`src/rtl/sdram_port_arbiter.sv`:
```
// sdram_port_arbiter: shares one SDRAM controller between video (p0), CPU (p1) and loader (p2),
// one access per 8-phase clkref-aligned slot, with forced idle slots for auto-refresh.
module sdram_port_arbiter #(
    parameter int REFRESH_INTERVAL = 48,
    parameter int SLOT_LAST = 7
) (
    input  logic        clk,
    input  logic        reset,
    input  logic        clkref,
    input  logic        p0_req,
    input  logic [23:0] p0_addr,
    output logic [15:0] p0_rdata,
    output logic        p0_ack,
    input  logic        p1_req,
    input  logic        p1_we,
    input  logic [23:0] p1_addr,
    input  logic [1:0]  p1_ds,
    input  logic [15:0] p1_wdata,
    output logic [15:0] p1_rdata,
    output logic        p1_ack,
    input  logic        p2_req,
    input  logic        p2_we,
    input  logic [23:0] p2_addr,
    input  logic [1:0]  p2_ds,
    input  logic [15:0] p2_wdata,
    output logic [15:0] p2_rdata,
    output logic        p2_ack,
    output logic [23:0] mem_addr,
    output logic [15:0] mem_din,
    input  logic [15:0] mem_dout,
    output logic [1:0]  mem_ds,
    output logic        mem_oe,
    output logic        mem_we,
    output logic [1:0]  grant_id
);
    logic [2:0]  phase;
    logic        last_clkref;
    logic [7:0]  busy_cnt;
    logic [1:0]  rr_ptr;
    logic        e0, e1, e2, boundary;
    logic [1:0]  next_id;
    logic [23:0] sel_addr;
    logic [15:0] sel_din;
    logic [1:0]  sel_ds;
    logic        sel_we;

    // the port completing this slot still holds req, so it sits out this arbitration
    always_comb begin
        boundary = phase == 3'(SLOT_LAST);
        e0 = p0_req & (grant_id != 2'd0);
        e1 = p1_req & (grant_id != 2'd1);
        e2 = p2_req & (grant_id != 2'd2);
        next_id = (busy_cnt == 8'(REFRESH_INTERVAL - 1)) ? 2'd3 :
                  e0 ? 2'd0 : (e1 & e2) ? rr_ptr : e1 ? 2'd1 : e2 ? 2'd2 : 2'd3;
        sel_addr = (next_id == 2'd0) ? p0_addr : (next_id == 2'd1) ? p1_addr : p2_addr;
        sel_din = (next_id == 2'd0) ? 16'd0 : (next_id == 2'd1) ? p1_wdata : p2_wdata;
        sel_ds = (next_id == 2'd0) ? 2'b11 : (next_id == 2'd1) ? p1_ds : p2_ds;
        sel_we = (next_id == 2'd1) ? p1_we : (next_id == 2'd2) ? p2_we : 1'b0;
    end

    always_ff @(posedge clk) begin
        if (reset) begin
            phase <= 3'd0;
            last_clkref <= 1'b0;
            p0_ack <= 1'b0;
            p1_ack <= 1'b0;
            p2_ack <= 1'b0;
            p0_rdata <= 16'd0;
            p1_rdata <= 16'd0;
            p2_rdata <= 16'd0;
            mem_oe <= 1'b0;
            mem_we <= 1'b0;
            mem_addr <= 24'd0;
            mem_din <= 16'd0;
            mem_ds <= 2'd0;
            grant_id <= 2'd3;
            busy_cnt <= 8'd0;
            rr_ptr <= 2'd1;
        end else begin
            last_clkref <= clkref;
            phase <= (clkref & ~last_clkref) ? 3'd0 : phase + 3'd1;
            p0_ack <= boundary && grant_id == 2'd0;
            p1_ack <= boundary && grant_id == 2'd1;
            p2_ack <= boundary && grant_id == 2'd2;
            if (boundary) begin
                p0_rdata <= (mem_oe && grant_id == 2'd0) ? mem_dout : p0_rdata;
                p1_rdata <= (mem_oe && grant_id == 2'd1) ? mem_dout : p1_rdata;
                p2_rdata <= (mem_oe && grant_id == 2'd2) ? mem_dout : p2_rdata;
                grant_id <= next_id;
                busy_cnt <= (next_id == 2'd3) ? 8'd0 : busy_cnt + 8'd1;
                mem_oe <= (next_id != 2'd3) & ~sel_we;
                mem_we <= (next_id != 2'd3) & sel_we;
                if (next_id != 2'd3) begin
                    mem_addr <= sel_addr;
                    mem_din <= sel_din;
                    mem_ds <= sel_ds;
                end
                if (next_id == 2'd1 || next_id == 2'd2)
                    rr_ptr <= 2'd3 - next_id;
            end
        end
    end
endmodule
```
`config.mk`:
```
export PLATFORM = sky130hd
export DESIGN_NAME = sdram_port_arbiter
export DESIGN_NICKNAME = d
export VERILOG_FILES = /design/src/rtl/sdram_port_arbiter.sv
export SDC_FILE = /design/constraint.sdc
export NUM_CORES = 1
export LEC_CHECK = 0
export ABC_AREA = 1
export CAP_MARGIN = 20
export CORE_MARGIN = 8
export CORE_UTILIZATION = 30
export CTS_BUF_LIST = sky130_fd_sc_hd__clkbuf_4
export CTS_CLUSTER_DIAMETER = 80
export DETAILED_ROUTE_END_ITERATION = 7
export PLACE_DENSITY = 0.7
export SKIP_CTS_REPAIR_TIMING = 1
export SLEW_MARGIN = 20
export SYNTH_ARGS = -nofsm -noshare
export SYNTH_HDL_FRONTEND = slang
export SYNTH_SLANG_ARGS = --single-unit
```
`constraint.sdc`:
```
create_clock -name clk -period 4 [get_ports clk]
set_input_delay 0.6 -clock clk [delete_from_list [all_inputs] [get_ports clk]]
set_output_delay 0.6 -clock clk [all_outputs]
set_load 0.02 [all_outputs]
```
==> impl_summary.txt <==
----------------------------------------------------
[Run status]
  Outcome ... finished clean

[Setup path]
  Kind of end point of the critical path ... flop
  CP Max Fanout ... between 40 and 50
  Critical Path AT ... 3060 ps
  Critical path, cell by cell ... ha_1, nand2_1, nor3_1, nand2_1, nand2_1, inv_1, ha_1, inv_2, o21ai_0, or2_1, a21oi_1
  Cell family with the largest share of critical-path delay ... simple AND/OR/NAND/NOR gates
  CP Data Required Time ... ~4400 ps
  Category of the most critical setup path ... reg -> reg
  Critical path buffer and inverter count ... 2
  Worst reg2reg setup slack ... around 1300 ps
  Setup crit start kind ... flop
  Cell repeated most along the worst path ... sky130_fd_sc_hd__nand2_1
  Crit path max-delay cell type ... sky130_fd_sc_hd__inv_2
  Largest incremental delay on the critical path ... 510 ps

[Floorplanning]
  Effective utilization at floorplan ... between 30 and 40%
  Top-level port count ... ~230
  Horizontal extent of the die ... 143 um
  Number of placement rows ... between 40 and 50
  Die H ... 143 um
  Die ar. ... roughly 20,000 um2
  Core region area ... between 15,000 and 20,000 um2

[Clock tree]
  Clock root buffer master ... sky130_fd_sc_hd__clkbuf_4
  Num CTS Buffers ... 9
  Clock latency on the worst-skew pair ... 460 ps
  Number of buffers on the longest clock path ... 2
  Deepest level of the CTS H-tree ... 3
  Clock tree from TritonCTS ... yes
  Clock sink count ... around 110
  Clk pin slew, worst setup/hold paths ... ~160 ps

[STA]
  Slew at the pin closest to its max-slew limit ... 701 ps
  Headroom to the max-slew limit ... a little over half
  Final count of hold timing violations ... 0
  Min cycle time layout ... roughly 2700 ps
  Unrepaired setup endpoints after global routing ... false
  Setup TNS ... 0 ps
  Clock tree skew after final layout ... ~25 ps
  Max Transition Viols Final ... 0
  Minimum setup slack in the final design ... between 1000 and 1500 ps
  Crit share post-route ... 66.6%
  F_max ... around 0.38 GHz
  Setup violators final ... 0

[Synth]
  Mapped Nets ... 826
  Seq/Total Area, Yosys ... between 40% and 50%
  Gate count after technology mapping ... 687
  Cell variety after synth ... 23
  Top cell type by total area after synthesis ... sky130_fd_sc_hd__dfxtp_1
  Post-synth top flop ... sky130_fd_sc_hd__dfxtp_1
  Summed instance area of the synthesized netlist ... ~4800 um2
  Count of warnings emitted by yosys ... 0
  Async set-reset flop share out of synthesis ... 0%
  Number of flops mapped to enable cells by yosys ... 0
  Most numerous cell in the Yosys netlist ... sky130_fd_sc_hd__nand2_1
  Post-synth top cells ... 240 x sky130_fd_sc_hd__nand2_1, 111 x sky130_fd_sc_hd__dfxtp_1, 78 x sky130_fd_sc_hd__a21oi_1
  Leading post-synthesis cells by cell area ... sky130_fd_sc_hd__dfxtp_1 46%, sky130_fd_sc_hd__nand2_1 19%, sky130_fd_sc_hd__a21oi_1 8.1%
  Post-Syn Area per Cell ... ~7.0 um2
  Synthesized flop and latch total ... 111
  Share of Yosys cell area claimed by the top area cell type ... between 40% and 50%

[Placement]
  Worst slack, placed ... around 960 ps
  Number of instances in the placed design ... between 1,000 and 1,500
  Number of port buffers ... 228
  Placer Congestion ... a little under 0.8
  Placed instance area ... 7230 um2
  Final HPWL from detailed placement ... about 12 mm

[Final layout]
  Final non-filler cell total ... 1,115
  Final cell area excluding filler cells ... about 7400 um2
  Area of all sequential standard cells ... about 2200 um2
  Number of nets in the finished design ... around 1,000
  Post-synthesis to final-layout area growth ... 53.3%
  Final-layout fill cell count ... 1,634
  Total area of multi-input combinational cells ... approximately 2100 um2
  Share of layout cells above drive strength 1 ... 3.46%

[Route]
  Number of optimization iterations in the first detailed-route pass ... 4
  Vias after detailed routing ... around 5,000
  Average wire per cell in the routed design ... between 10 and 15 um
  Overall routed net length ... roughly 16 mm
  Remaining antenna violation count after routing ... 0
  DR iter-0 viols ... roughly 230
  Remaining design rule violation count ... 0
  Number of vias per cell after detailed routing ... between 4 and 5

[GRT]
  Final global-route overflow total ... 0
  Pin count of the biggest net entering global routing ... 57
  Antenna violations before repair ... 1
  Number of global-route vias before repair ... ~5,000
  First-pass GRT wire length ... about 25 mm
  Total track usage ... 15.6%

[Power and ir drop]
  Leakage power figure ... 0.00267 uW
  Worst vdd rail ir drop ... between 0.0001 and 0.00015 V
  Total power ... roughly 1900 uW
  Pwr per Cell Area ... 258 nW/um2

[Min path]
  Min-delay worst type ... reg -> reg

[Flow run]
  Max-cap check violation count ... 0

----------------------------------------------------
-- report_power, final --
group	leakage [uW]	internal, uW	switching (uW)	total, uW
Combinational	0.00170	141	102	243
Sequential	0.000894	1110	0.800	1110
Clock	0.0000724	187	363	550
-- metrics by stage --
stage	hold WS [ps]	util, %
floorplan	399	-
global placement	412	45.8
finish	436	46.8
detailed placement	421	45.8
CTS	442	46.7
global route	466	46.8
-- cells in the final DEF (no fill, tap or decap), drive strengths merged --
| cell type | instances |
|---|---|
| nand2 | 240 |
| clkdlybuf4s50 | 227 |
| dfxtp | 111 |
| a21oi | 78 |
| inv | 64 |
| o21ai | 62 |
| nand3 | 31 |
| a31oi | 26 |
| buf | 12 |
| nor2 | 11 |
| clkbuf | 9 |
| ha | 7 |
| clkinv | 6 |
| nor3 | 4 |
| nand4 | 3 |
| diode | 2 |
| a21boi | 2 |
| o21bai | 1 |
| nor4 | 1 |
| or2 | 1 |
| bufinv | 1 |
-- cell families after synthesis --
| kind of cell | Yosys count | synth area share [%] |
|---|---|---|
| AO/OA/AOI/OAI | 169 | 18.4 |
| adder cells (fa/ha/maj) | 7 | 1.82 |
| buffers and inverters | 109 | 9.35 |
| flip-flops | 111 | 46.1 |
| AND/OR/NAND/NOR | 291 | 24.3 |
-- path summary, 6_finish.rpt --
kind          startpoint  depth (start not counted)  endpoint
min             phase[0]                          1  phase[0]
max          busy_cnt[1]                         11    mem_we
min reg2reg     phase[0]                          1  phase[0]
max reg2reg  busy_cnt[1]                         11    mem_we
-- area by class of cell --
| cell class | count | area share [%] |
|---|---|---|
| diodes | 2 | 0.0678 |
| flip-flops and latches | 111 | 30.1 |
| well taps | 216 | 3.66 |
| repair buffers | 239 | 32.1 |
| multi-input cells | 467 | 29.1 |
| inverters | 64 | 3.29 |
| clock inverters | 7 | 0.864 |
| clock buffers | 9 | 0.915 |
-- registers in the layout, indices dropped and copies added, names as in the netlist, 3 cells and up --
signal	flops
phase	3
p2_rdata	16
p1_rdata	16
p0_rdata	16
busy_cnt	8
mem_addr	24
mem_din	16
-- layer usage --
metal | vias up | track usage, % | share of wire (%)
met5 | - | 0 | 0
li1 | 2622 | - | -
met1 | 2165 | 18.1 | 42
met2 | 195 | 23.9 | 43
met3 | 23 | 7.48 | 12
met4 | 0 | 7.05 | 2.7
No activity file was read; power rests on OpenSTA's default activity.
==> variant 1, RTL diff (same flow settings) <==
Reset style: asynchronous (`reset`), changed in one clocked block.
--- a/src/rtl/sdram_port_arbiter.sv
+++ b/src/rtl/sdram_port_arbiter.sv
@@ -60,3 +60,3 @@
 
-    always_ff @(posedge clk) begin
+    always_ff @(posedge clk or posedge reset) begin
         if (reset) begin
Check against the original RTL: differs if reset is asserted again (counterexample within 10 cycles, from zero or initial values and one cycle with reset high); with reset held inactive, the same outputs for 10 cycles.
==> variant 1 against the original RTL <==
  * Worst setup slack got worse by 0.18 ns
  * Synthesized area rose by 3.3%
  * Sequential cell count did not move
  * Count of clock-buffer cells in the layout did not move
  * Final area rose by 2.4%
  * Wire length fell by 0.96%
  * Sequential share of layout area rose by 6.7 points
  * Critical endpoint is now mem_addr[2]$_DFFE_PP0P_
  * Largest cell class is now flip-flops and latches
Power is not compared: it rests on default switching activity, and its combinational part moved more than twofold at a synthesized area within 25%.
==> variant 1: results (changes against the original RTL) <==
Status
  • Run status: completed (unchanged)

Synth
  • Syn Area/Cell: 9.74 µm² (was 7.01 µm²)
  • Synth cell count leaders: nand2_1 (111), dfrtp_1 (108), mux2i_1 (40), o21ai_0 (40), nor2_1 (33) (was nand2_1 (240), dfxtp_1 (111), a21oi_1 (78))
  • Sequential share of the synthesized area: 55.9% (was 46.1%)
  • Multiplexer share of the synthesized area: 8.04% (was 0%)
  • Prevailing post-synth register cell: dfrtp_1 (was dfxtp_1)

Global routing
  • Met2 Resource Use GR: 21.6% (was 23.9%)
  • Number of global-route vias before repair: 4449 (was 5003)
  • Met1 usage: 18.5% (was 18.1%)

Routing
  • Via density: 4.58 (was 4.49)
  • Met3 wire len: 2010 µm (was 1820 µm)
  • Iter 0 DRT Violations: 186 (was 232)
  • Final wirelength: 15600 µm (was 15800 µm)

Place
  • DP Area: 7450 µm² (was 7230 µm²)
  • Global placement routability congestion: 0.767 (was 0.788)

Setup path
  • Cell family with most CP delay: buffers and inverters (was simple AND/OR/NAND/NOR gates)
  • Worst reg2reg path depth: 12 (was 11)
  • Critical Path AT: 3.18 ns (was 3.06 ns)
  • CP max-delay cell: dfstp_2 (was inv_2)

Timing
  • Worst Skew: 0.0254 ns (was 0.0249 ns)
  • Hold slack: 0.449 ns (was 0.436 ns)

Layout
  • Fillers: 1574 (was 1634)
  • Layout cells sized above 1: 6.15% (was 3.46%)
  • Nets@finish: 866 (was 1031)

Hold path
  • Hold Path Origin: phase[0]$_DFF_PP0_ (was phase[0]$_SDFF_PP0_)
  • Worst hold endpoint: phase[0]$_DFF_PP0_ (was phase[0]$_SDFF_PP0_)
## variant 1: cell count changes after synthesis, sizes merged, moves of 26 or more
cell | unedited run | this run
dfxtp | 111 | 0
inv | 64 | 33
dfrtp | 0 | 108
clkbuf | 33 | 7
o22ai | 0 | 26
nand2 | 240 | 111
a21oi | 78 | 26
mux2i | 0 | 40
nor2 | 11 | 37
## variant 1: cell families after synthesis
kind of cell             count (synthesis)
multiplexers                            40
AO/OA/AOI/OAI                          130
AND/OR/NAND/NOR                        161
buffers and inverters                   62
adder cells (fa/ha/maj)                  7
flip-flops                             111
## variant 1: layout make-up
cell class,count,area (µm²),area share (%)
clock inverters,7,46.3,0.612
clock buffers,9,67.6,0.893
diodes,1,2.50,0.0331
well taps,220,275,3.64
flip-flops and latches,111,2780,36.8
multi-input cells,338,1910,25.3
inverters,33,126,1.67
repair buffers,234,2350,31.1
==> variant 2, RTL diff (same settings) <==
Without the edit above. Change the parameter `SLOT_LAST` from 7 to 4.
--- a/src/rtl/sdram_port_arbiter.sv
+++ b/src/rtl/sdram_port_arbiter.sv
@@ -4,3 +4,3 @@
     parameter int REFRESH_INTERVAL = 48,
-    parameter int SLOT_LAST = 7
+    parameter int SLOT_LAST = 4
 ) (
Behaviour: not the same (Yosys sat finds a counterexample within 10 cycles, from zero or initial values and one cycle with reset high).
==> variant 2 against the original RTL <==
  * Power increased by 10%
  * Hold slack better by 0.017 ns
  * Final area is 0.22% lower
  * Clock power is 26% higher
  * Synthesized cell count is 7.4% lower
  * Sequential cell count unchanged
  * Critical path type unchanged
  * Synthesized area down 0.88%
  * Wire length grew 12%
  * Worst setup slack improved by 0.044 ns
==> variant 2: results (changes against the original RTL) <==
Layout
  • P&R area growth vs syn: 54.3% (was 53.3%)
  • Clk cell area share: 2.41% (was 1.78%)
  • Multi-input combinational area share: 30.0% (was 29.1%)
  • # diodes: 1 (was 2)
  • Nets@finish: 981 (was 1031)
  • Bufs w/o clock: 236 (was 239)
  • Layout cells sized above 1: 6.85% (was 3.46%)
  • Fillers: 1560 (was 1634)
  • Inverters excl. clock: 37 (was 64)
  • Layout non-clock buf frac: 31.8% (was 32.1%)
  • Comb_multi_in: 447 (was 467)

Place
  • IO buf count: 228 (unchanged)
  • DP Area: 7190 µm² (was 7230 µm²)
  • Post-DP HPWL: 13000 µm (was 11800 µm)
  • Global placement routability congestion: 0.863 (was 0.788)

Hold path
  • Hold path depth: 2 (was 1)
  • Worst hold endpoint: p0_rdata[14]$_SDFFE_PP0P_ (was phase[0]$_SDFF_PP0_)
  • Hold Path Origin: p0_rdata[14]$_SDFFE_PP0P_ (was phase[0]$_SDFF_PP0_)

Timing
  • Hold slack: 0.454 ns (was 0.436 ns)
  • Worst-margin pin slew: 0.880 ns (was 0.701 ns)
  • Worst Skew: 0.0154 ns (was 0.0249 ns)

Synth
  • Post-synthesis net count: 775 (was 826)
  • Sequential share of the synthesized area: 46.5% (was 46.1%)
  • Synth cell count leaders: nand2_1 (113), dfxtp_1 (111), a21oi_1 (91) (was nand2_1 (240), dfxtp_1 (111), a21oi_1 (78))
  • Synth unique cells: 32 (was 23)
  • Area contributors post-synth: dfxtp_1 (47%), a21oi_1 (9.5%), nand2_1 (8.9%) (was dfxtp_1 (46%), nand2_1 (19%), a21oi_1 (8.1%))

Power
  • Sw Pwr: 505 µW (was 466 µW)
  • Overall power: 2090 µW (was 1900 µW)
  • Clk pwr share: 33.0% (was 28.9%)
  • Gate power share: 13.6% (was 12.8%)
  • Peak supply drop: 0.125 mV (was 0.127 mV)

Setup path
  • Worst r2r src: busy_cnt[0]$_SDFFE_PP0N_ (was busy_cnt[1]$_SDFFE_PP0P_)
  • Crit path max fanout: 24 (was 44)
  • Critical Path AT: 3.04 ns (was 3.06 ns)
  • Largest stage delay, worst path: 0.64 ns (was 0.51 ns)
  • Cell family with most CP delay: buffers and inverters (was simple AND/OR/NAND/NOR gates)
  • Worst reg2reg path depth: 10 (was 11)
  • FF-to-FF setup slack: 1.38 ns (was 1.34 ns)
  • R2R Path End: mem_addr[21]$_SDFFE_PP0P_ (was mem_we$_SDFFE_PP0P_)

Routing
  • Vias: 4924 (was 5005)
  • DRT Pass-1 Iters: 5 (was 4)
  • Final wirelength: 17600 µm (was 15800 µm)
  • Iter 0 DRT Violations: 310 (was 232)

Global routing
  • Number of global-route vias before repair: 4817 (was 5003)
  • GRT Overall Usage: 17.3% (was 15.6%)
  • Largest net degree at the start of global routing: 59 (was 57)
  • Initial antenna violation count: 2 (was 1)
  • First-pass GRT wire length: 27100 µm (was 25500 µm)

Status
  • Run status: completed (unchanged)

Clock network
  • Worst-skew pair later-pin latency: 0.49 ns (was 0.46 ns)
-- variant 2: worst max path at each step --
stage          cells past startpoint                startpoint                   endpoint
2_1_floorplan                     13  grant_id[0]$_SDFFE_PP1N_   mem_addr[2]$_SDFFE_PP0P_
3_3_place_gp                      10                    p2_req   mem_addr[2]$_SDFFE_PP0P_
3_5_place_dp                      10                    p1_req  mem_addr[21]$_SDFFE_PP0P_
4_1_cts                           10  busy_cnt[0]$_SDFFE_PP0N_  mem_addr[21]$_SDFFE_PP0P_
5_1_grt                           10  busy_cnt[0]$_SDFFE_PP0N_  mem_addr[20]$_SDFFE_PP0P_
6_report                          10  busy_cnt[0]$_SDFFE_PP0N_  mem_addr[21]$_SDFFE_PP0P_
-- variant 2: through the flow --
| stage | setup slack, ns | std cells |
|---|---|---|
| final | 1.38 | 1064 |
| after global routing | 1.11 | 1064 |
| after floorplan | 1.87 | 636 |
| after global placement | 1.24 | 1046 |
| after detailed placement | 1.18 | 1047 |
| after CTS | 1.43 | 1063 |
-- variant 2: per-layer routing --
layer  vias to the layer above  global-route usage, %  routed length, µm  share of wire (%)
met1                      2194                   20.5               7400                 42
met3                        38                   5.37               1300                7.4
li1                       2525                      -                  -                  -
met2                       165                   27.9               8260                 47
met5                         -                      0                 13              0.074
met4                         2                   8.20                630                3.6
-- variant 2: cells by family (layout without fill, tap and decap cells) --
logic type | count (synthesis) | in the layout | share of synthesized area (%)
xor gates and xnor gates | 1 | 1 | 0.183
adders and majority gates | 7 | 7 | 1.83
other | 0 | 1 | 0
DFF | 111 | 111 | 46.5
buffers and inverters | 78 | 289 | 7.18
AOI/OAI and AO/OA | 202 | 202 | 22.7
and+or+nand+nor | 237 | 237 | 21.6
